[config.mk]
export PLATFORM = sky130hd
export DESIGN_NAME = aes_round_ctrl
export DESIGN_NICKNAME = d
export VERILOG_FILES = /design/src/rtl/aes_pkg.sv /design/src/rtl/aes_round_ctrl.sv
export SDC_FILE = /design/constraint.sdc
export NUM_CORES = 1
export LEC_CHECK = 0
export ABC_AREA = 1
export BUFFER_PORTS_ARGS = -buffer_cell sky130_fd_sc_hd__buf_2
export CELL_PAD_IN_SITES_DETAIL_PLACEMENT = 0
export CELL_PAD_IN_SITES_GLOBAL_PLACEMENT = 1
export CORE_MARGIN = 2
export CORE_UTILIZATION = 41
export CTS_CLUSTER_DIAMETER = 30
export DETAILED_ROUTE_END_ITERATION = 8
export GPL_TIMING_DRIVEN = 0
export PLACE_DENSITY_LB_ADDON = 0.12
export SLEW_MARGIN = 20
export SYNTH_ARGS = -nofsm -noshare
export SYNTH_HDL_FRONTEND = slang
export SYNTH_SLANG_ARGS = --single-unit
[constraint.sdc]
create_clock -name clk -period 4 [get_ports clk]
set_input_delay 0.6 -clock clk [delete_from_list [all_inputs] [get_ports clk]]
set_output_delay 0.6 -clock clk [all_outputs]
set_load 0.005 [all_outputs]
[src/rtl/aes_pkg.sv]
// aes_pkg: shared AES round-sequencer constants and FSM state type
//   AES_NR       number of AES-128 rounds
//   AES_KIDX_W   round-key index width
//   ctrl_state_t round sequencer states
//   MODE_ENC/DEC values of the Mode input
package aes_pkg;
   localparam int AES_NR     = 10;
   localparam int AES_KIDX_W = 4;
   localparam logic MODE_ENC = 1'b0;
   localparam logic MODE_DEC = 1'b1;
   typedef enum logic [2:0] {IDLE, LOAD, ROUND, FINAL, DONE} ctrl_state_t;
endpackage

[src/rtl/aes_round_ctrl.sv]
// aes_round_ctrl: AES round sequencer driving round-key selection and datapath strobes
//   clk, rst_n            clock, asynchronous active-low reset
//   Start, Mode           operation request (sampled in IDLE only) and 0=enc/1=dec
//   KeyReady, Abort       key expansion complete; synchronous abort to IDLE
//   SelKeyEnc/SelKeyDec   ascending / descending round-key index
//   EncEn, DecEn          active path select
//   LoadState, RoundEn    round-0 load, per-round enable
//   FinalRound, Busy      last round (no MixColumns), LOAD..FINAL
//   Done                  one-cycle result-valid pulse
module aes_round_ctrl
   import aes_pkg::*;
#(
   parameter int NR     = AES_NR,
   parameter int KIDX_W = AES_KIDX_W
) (
   input  logic              clk,
   input  logic              rst_n,
   input  logic              Start,
   input  logic              Mode,
   input  logic              KeyReady,
   input  logic              Abort,
   output logic [KIDX_W-1:0] SelKeyEnc,
   output logic [KIDX_W-1:0] SelKeyDec,
   output logic              EncEn,
   output logic              DecEn,
   output logic              LoadState,
   output logic              RoundEn,
   output logic              FinalRound,
   output logic              Busy,
   output logic              Done
);
   localparam logic [KIDX_W-1:0] NR_K   = KIDX_W'(NR);
   localparam logic [KIDX_W-1:0] LAST_R = KIDX_W'(NR - 1);
   ctrl_state_t       state_q, state_d;
   logic [KIDX_W-1:0] cnt_q, cnt_d;
   logic              mode_q, mode_d;
   logic              busy_d;
   always_comb begin
      state_d = state_q;
      cnt_d   = cnt_q;
      mode_d  = mode_q;
      if (Abort) begin
         state_d = IDLE;
         cnt_d   = '0;
      end else begin
         case (state_q)
            IDLE:  if (Start && KeyReady) begin
                      state_d = LOAD;
                      cnt_d   = '0;
                      mode_d  = Mode;
                   end
            LOAD:  begin
                      state_d = (NR == 1) ? FINAL : ROUND;
                      cnt_d   = KIDX_W'(1);
                   end
            ROUND: begin
                      state_d = (cnt_q == LAST_R) ? FINAL : ROUND;
                      cnt_d   = cnt_q + 1'b1;
                   end
            FINAL: state_d = DONE;
            DONE:  begin
                      state_d = IDLE;
                      cnt_d   = '0;
                   end
            default: begin
                      state_d = IDLE;
                      cnt_d   = '0;
                   end
         endcase
      end
      busy_d = (state_d == LOAD) || (state_d == ROUND) || (state_d == FINAL);
   end
   // Outputs are decoded from the next state and registered alongside it, so
   // they are glitch-free yet line up with the state they describe.
   always_ff @(posedge clk or negedge rst_n) begin
      if (!rst_n) begin
         state_q    <= IDLE;
         cnt_q      <= '0;
         mode_q     <= MODE_ENC;
         SelKeyEnc  <= '0;
         SelKeyDec  <= '0;
         EncEn      <= 1'b0;
         DecEn      <= 1'b0;
         LoadState  <= 1'b0;
         RoundEn    <= 1'b0;
         FinalRound <= 1'b0;
         Busy       <= 1'b0;
         Done       <= 1'b0;
      end else begin
         state_q    <= state_d;
         cnt_q      <= cnt_d;
         mode_q     <= mode_d;
         SelKeyEnc  <= busy_d ? cnt_d : '0;
         SelKeyDec  <= busy_d ? NR_K - cnt_d : '0;
         EncEn      <= busy_d && (mode_d == MODE_ENC);
         DecEn      <= busy_d && (mode_d == MODE_DEC);
         LoadState  <= state_d == LOAD;
         RoundEn    <= (state_d == ROUND) || (state_d == FINAL);
         FinalRound <= state_d == FINAL;
         Busy       <= busy_d;
         Done       <= state_d == DONE;
      end
   end
endmodule

==> run summary, run 1 <==
Slew @ Worst Pin: 480.7 ps
IO Pins: 21
design area: 1120 µm²
Max-Cap Viols: 0
CP most frequent cell: inv_1
syn nets: 115
area leader, netlist: dfrtp_1
worst path cell trace: inv_1 > ha_1 > inv_1 > nand2_1 > nand3_1 > nand2_1 > inv_1 > ha_1 > or2_0 > a21oi_2
placed cells: 154
TNS Setup: 0 ps
die area: 2714 µm²
fmax: 578.2 MHz
commonest non-fill, non-tap cell in the layout: nand2_1
wire per inst: 10.56 µm
crit path launch type: flop
DRC: 0
Die W: 52.10 µm
Die H: 52.10 µm
row cnt: 17
diode count: 0
post-route clock period utilization: 0.4324
Clock Sinks: 22
Seq/Total Area, Yosys: 0.5805
vias in the first global route: 683
total track usage: 0.1499
clk_lat worst skew: 300 ps
CTS Buffer Depth: 2
RSZ-0062 raised after global routing: false
Worst Path Buf+Inv: 3
worst setup margin: 2271 ps
DRT antenna net count: 0
post-cts sizing count: 0
leakage dissipation: 0.6903 nW
synth unique cells: 17
H-Tree Depth: 1
antenna violations before repair: 0
Critical-path top delay cell: dfrtp_1
warnings from Yosys: 0
clock root buffer: clkbuf_4
Worst-path clk slew: 120 ps
required time worst endpoint: 4240 ps
WS Path Type: flop to flop
top-area cell type share of the netlist area: 0.5805
grt ovf: 0
delay-heaviest family, CP: simple AND/OR/NAND/NOR gates
largest net degree at the start of global routing: 23
Post-CTS Setup Inserts: 0
gpl congestion: 0.8439
Area Overhead vs Synth: 18.07%
Post-Synthesis Cells: 106
Data arrival, critical path: 1970 ps
crit-path max FO: 6
Pwr Density: 360.9 nW/µm²
Vias/cell: 4.563
DR pass1 iterations: 4
Avg Cell Area, Syn: 8.947 µm²
vias after detailed routing: 721
global-route wire length before repair: 2863 µm
minimum clock period: 1729 ps
Final Hold Fails: 0
non-filler instance count after layout: 158
DP Area: 1084 µm²
final wirelength: 1668 µm
pins over their slew limit: 0
cts hold-fix bufs: 0
status: complete, no violations
Worst Clk Skew: 8.708 ps
most frequent cells in the layout: nand2_1, dfrtp_1, buf_2
Initial Util: 0.4329
CTS Buf Count: 3
core region area: 2191 µm²
worst hold slack: 231.6 ps
nets: 140
CTS tree: done
Synth Cell Area: 948.4 µm²
share of cells above drive strength 1: 0.2462
Final HPWL DP: 1305 µm
worst hold path class: input pin to asynchronous set/reset pin
Max-slew headroom: 0.6795
synth top area cells: dfrtp_1, nand2_1, inv_1, nor2_1, nand3_1
Final Power: 0.4041 mW
drt initial violations: 23
Post-Place Setup Slack: 2208 ps
flops & latches, synth: 22
final setup fails: 0
I/O Buffers: 20
post-layout util: 0.5111
Peak VDD IR: 0.0002159 V
CP Capture Type: flop
CP max stage delay: 450 ps
==> power by group <==
group	internal [mW]	switching [mW]	total, mW
clock network	0.0555	0.0640	0.120
registers	0.233	0.00585	0.238
logic	0.0162	0.0300	0.0462
total	0.304	0.0999	0.404
==> cells in the mapped netlist, drive strengths merged <==
library cell / count
nand3: 8
dfrtp: 22
inv: 20
nand2: 25
a21oi: 4
nor2: 13
xor2: 1
nand4: 4
o21ai: 4
or2: 1
ha: 3
buf: 1
==> path summary, 6_finish.rpt <==
path                                    start                      to  slack (ps)  depth (start not counted)
max in group asynchronous               rst_n      cnt_q[3]$_DFF_PN0_        3430                          1
setup / recovery           cnt_q[1]$_DFF_PN0_  SelKeyDec[2]$_DFF_PN0_        2270                         10
min in group clk                        Abort    state_q[2]$_DFF_PN0_         510                          2
hold reg to reg              mode_q$_DFF_PN0_        mode_q$_DFF_PN0_         540                          2
hold / removal                          rst_n          Busy$_DFF_PN0_         230                          1
setup reg to reg           cnt_q[1]$_DFF_PN0_  SelKeyDec[2]$_DFF_PN0_        2270                         10
==> registers in the layout, summed over array words and instances, names as in the netlist, 3 cells and up <==
name and cells:
state_q 3, SelKeyDec 4, cnt_q 4, SelKeyEnc 3
==> worst reg2reg max path, cell delays in order (launching register included) <==
cell and delay (ps):
dfrtp_1 450, inv_1 60, ha_1 270, inv_1 30, nand2_1 50, nand3_1 100, nand2_1 110, inv_1 60
ha_1 180, or2_0 230, a21oi_2 120
==> kinds of logic after synthesis <==
| kind of cell | Yosys count | synth area share |
|---|---|---|
| xor gates and xnor gates | 1 | 0.009237 |
| buffers and inverters | 21 | 0.08707 |
| DFF | 22 | 0.5805 |
| and+or+nand+nor | 51 | 0.2335 |
| adders and majority gates | 3 | 0.03958 |
| AOI/OAI and AO/OA | 8 | 0.05013 |
==> metal layers <==
layer / global-route usage / up-vias / share of wire
met5: 0 / - / 0
met2: 0.2468 / 13 / 0.48
met1: 0.1847 / 332 / 0.48
met3: 0.03736 / 4 / 0.034
li1: - / 372 / -
met4: 0.06579 / 0 / 0.012
==> layout make-up <==
class	instances	area [µm²]
Fill cell	216	1071
Buffer	1	7.507
Inverter	20	75.07
Multi-Input combinational cell	63	315.3
Sequential cell	22	550.5
Clock buffer	4	36.28
Timing Repair Buffer	20	100.1
Tap cell	28	35.03
Note: power is estimated with default switching activity, not from simulation.
==> run 2, diff against run 1 <==
Settings changed: CORE_UTILIZATION 41 to 38.
Clock period 4 ns to 1.8 ns, I/O delays scaled along.
==> run summary, run 2 (synthesis results as in run 1) <==
status: complete, no violations
wire per inst: 10.78 µm
Critical Path End: SelKeyDec[2]$_DFF_PN0_
share of cells above drive strength 1: 0.2985
CTS Buffer Depth: 2
grt ovf: 0
reg2reg end: SelKeyDec[2]$_DFF_PN0_
diode count: 0
DRC: 0
Die W: 53.96 µm
worst hold path class: input pin to flop
Vias/cell: 4.476
leakage dissipation: 0.7148 nW
Reg power frac: 0.585
Initial Util: 0.3936
commonest non-fill, non-tap cell in the layout: nand2_1
Slew @ Worst Pin: 478.2 ps
GRT met2 Usage: 0.2012
fmax: 608.2 MHz
WS Path Type: flop to flop
total track usage: 0.1433
clock root buffer: clkbuf_4
DR pass1 iterations: 5
GR Util met3: 0.01667
row cnt: 18
pins over their slew limit: 0
global-route wire length before repair: 2898 µm
Clock Sinks: 22
post-layout util: 0.4844
placed cells: 156
Critical-path top delay cell: dfrtp_2
Worst Setup SP: cnt_q[0]$_DFF_PN0_
Max-slew headroom: 0.6812
core region area: 2410 µm²
switching pwr: 0.2217 mW
reg2reg path depth: 9
post-route clock period utilization: 0.9135
nets: 144
combinational power share: 0.124
Final Hold Fails: 0
H-Tree Depth: 1
Die H: 53.96 µm
global-route track usage on met1: 0.2135
vias in the first global route: 630
final setup fails: 0
Post-Place Setup Slack: 78.31 ps
RR Startpoint: cnt_q[0]$_DFF_PN0_
minimum clock period: 1644 ps
top flop regs: SelKeyDec: 4 flops, cnt_q: 4 flops
IO Pins: 21
non-filler instance count after layout: 164
Final Power: 0.9051 mW
clk_lat worst skew: 300 ps
CP Capture Type: flop
crit path launch type: flop
worst hold slack: 201.6 ps
most frequent cells in the layout: nand2_1, dfrtp_1, buf_2
switch share: 0.2450
Worst-path clk slew: 120 ps
vias after detailed routing: 734
required time worst endpoint: 2040 ps
DRT antenna net count: 0
CP max stage delay: 450 ps
hold path depth: 2
Pwr Density: 775.3 nW/µm²
Area Overhead vs Synth: 23.09%
Worst Clk Skew: 1.994 ps
Clock power frac: 0.291
antenna violations before repair: 0
CTS Buf Count: 3
final wirelength: 1768 µm
fill cell count: 233
crit-path max FO: 4
Max-Cap Viols: 0
design area: 1167 µm²
Data arrival, critical path: 1880 ps
internal power: 0.6834 mW
drt initial violations: 13
Multi-input gate area: 325.3 µm²
TNS Setup: 0 ps
die area: 2912 µm²
Final HPWL DP: 1278 µm
worst path cell trace: ha_1 > inv_1 > nand2_1 > nand3_2 > nand2_2 > inv_1 > ha_1 > or2_0 > a21oi_2
DP Area: 1086 µm²
gpl congestion: 0.8549
CTS tree: done
RSZ-0062 raised after global routing: false
worst setup margin: 155.8 ps
GRT busiest layer: met1
largest net degree at the start of global routing: 23
r2r setup slk: 160 ps
Peak VDD IR: 0.0005952 V
Reg area: 553.0 µm²
I/O Buffers: 20
==> run 2: repair_timing <==
action	CTS	global route
hold endpoints to repair	22	0
hold buffers	1	0
buffers inserted	0	3
resized for setup	0	5
setup endpoints to repair	0	2
==> run 2: power by group through the flow <==
| stage | Combinational (mW) | Sequential [mW] | Clock [mW] |
|---|---|---|---|
| floorplan | 0.0571 | 0.540 | 0 |
| global placement | 0.102 | 0.540 | 0 |
| detailed placement | 0.102 | 0.541 | 0 |
| CTS | 0.105 | 0.531 | 0.278 |
| global route | 0.131 | 0.532 | 0.293 |
| finish | 0.112 | 0.530 | 0.263 |
==> run 2: worst min-delay path by stage <==
stage / start / end / slack [ps]
finish: Abort / state_q[2]$_DFF_PN0_ / 200
global route: Abort / state_q[2]$_DFF_PN0_ / 210
CTS: Abort / state_q[2]$_DFF_PN0_ / 190
detailed placement: rst_n / RoundEn$_DFF_PN0_ / 250
global placement: rst_n / EncEn$_DFF_PN0_ / 250
floorplan: rst_n / Busy$_DFF_PN0_ / -30
==> run 2: area by class of cell <==
class,count,share of cell area
Sequential cell,22,0.4737
Multi-Input combinational cell,63,0.2787
Timing Repair Buffer,24,0.1136
Inverter,20,0.06431
Tap cell,30,0.03215
Clock buffer,4,0.03108
Buffer,1,0.006431
==> run 2: layer usage <==
layer,up-vias,wire length [µm]
met4,0,14
met5,-,0
li1,381,-
met2,9,824
met3,2,39
met1,342,889
==> run 2: worst max-delay path: cells and delay by family, from the launching register on <==
kind	cells	cell delay (ps)
AOI/OAI and AO/OA	1	110
and+or+nand+nor	4	470
DFF	1	450
buffers and inverters	2	90
adders and majority gates	2	460
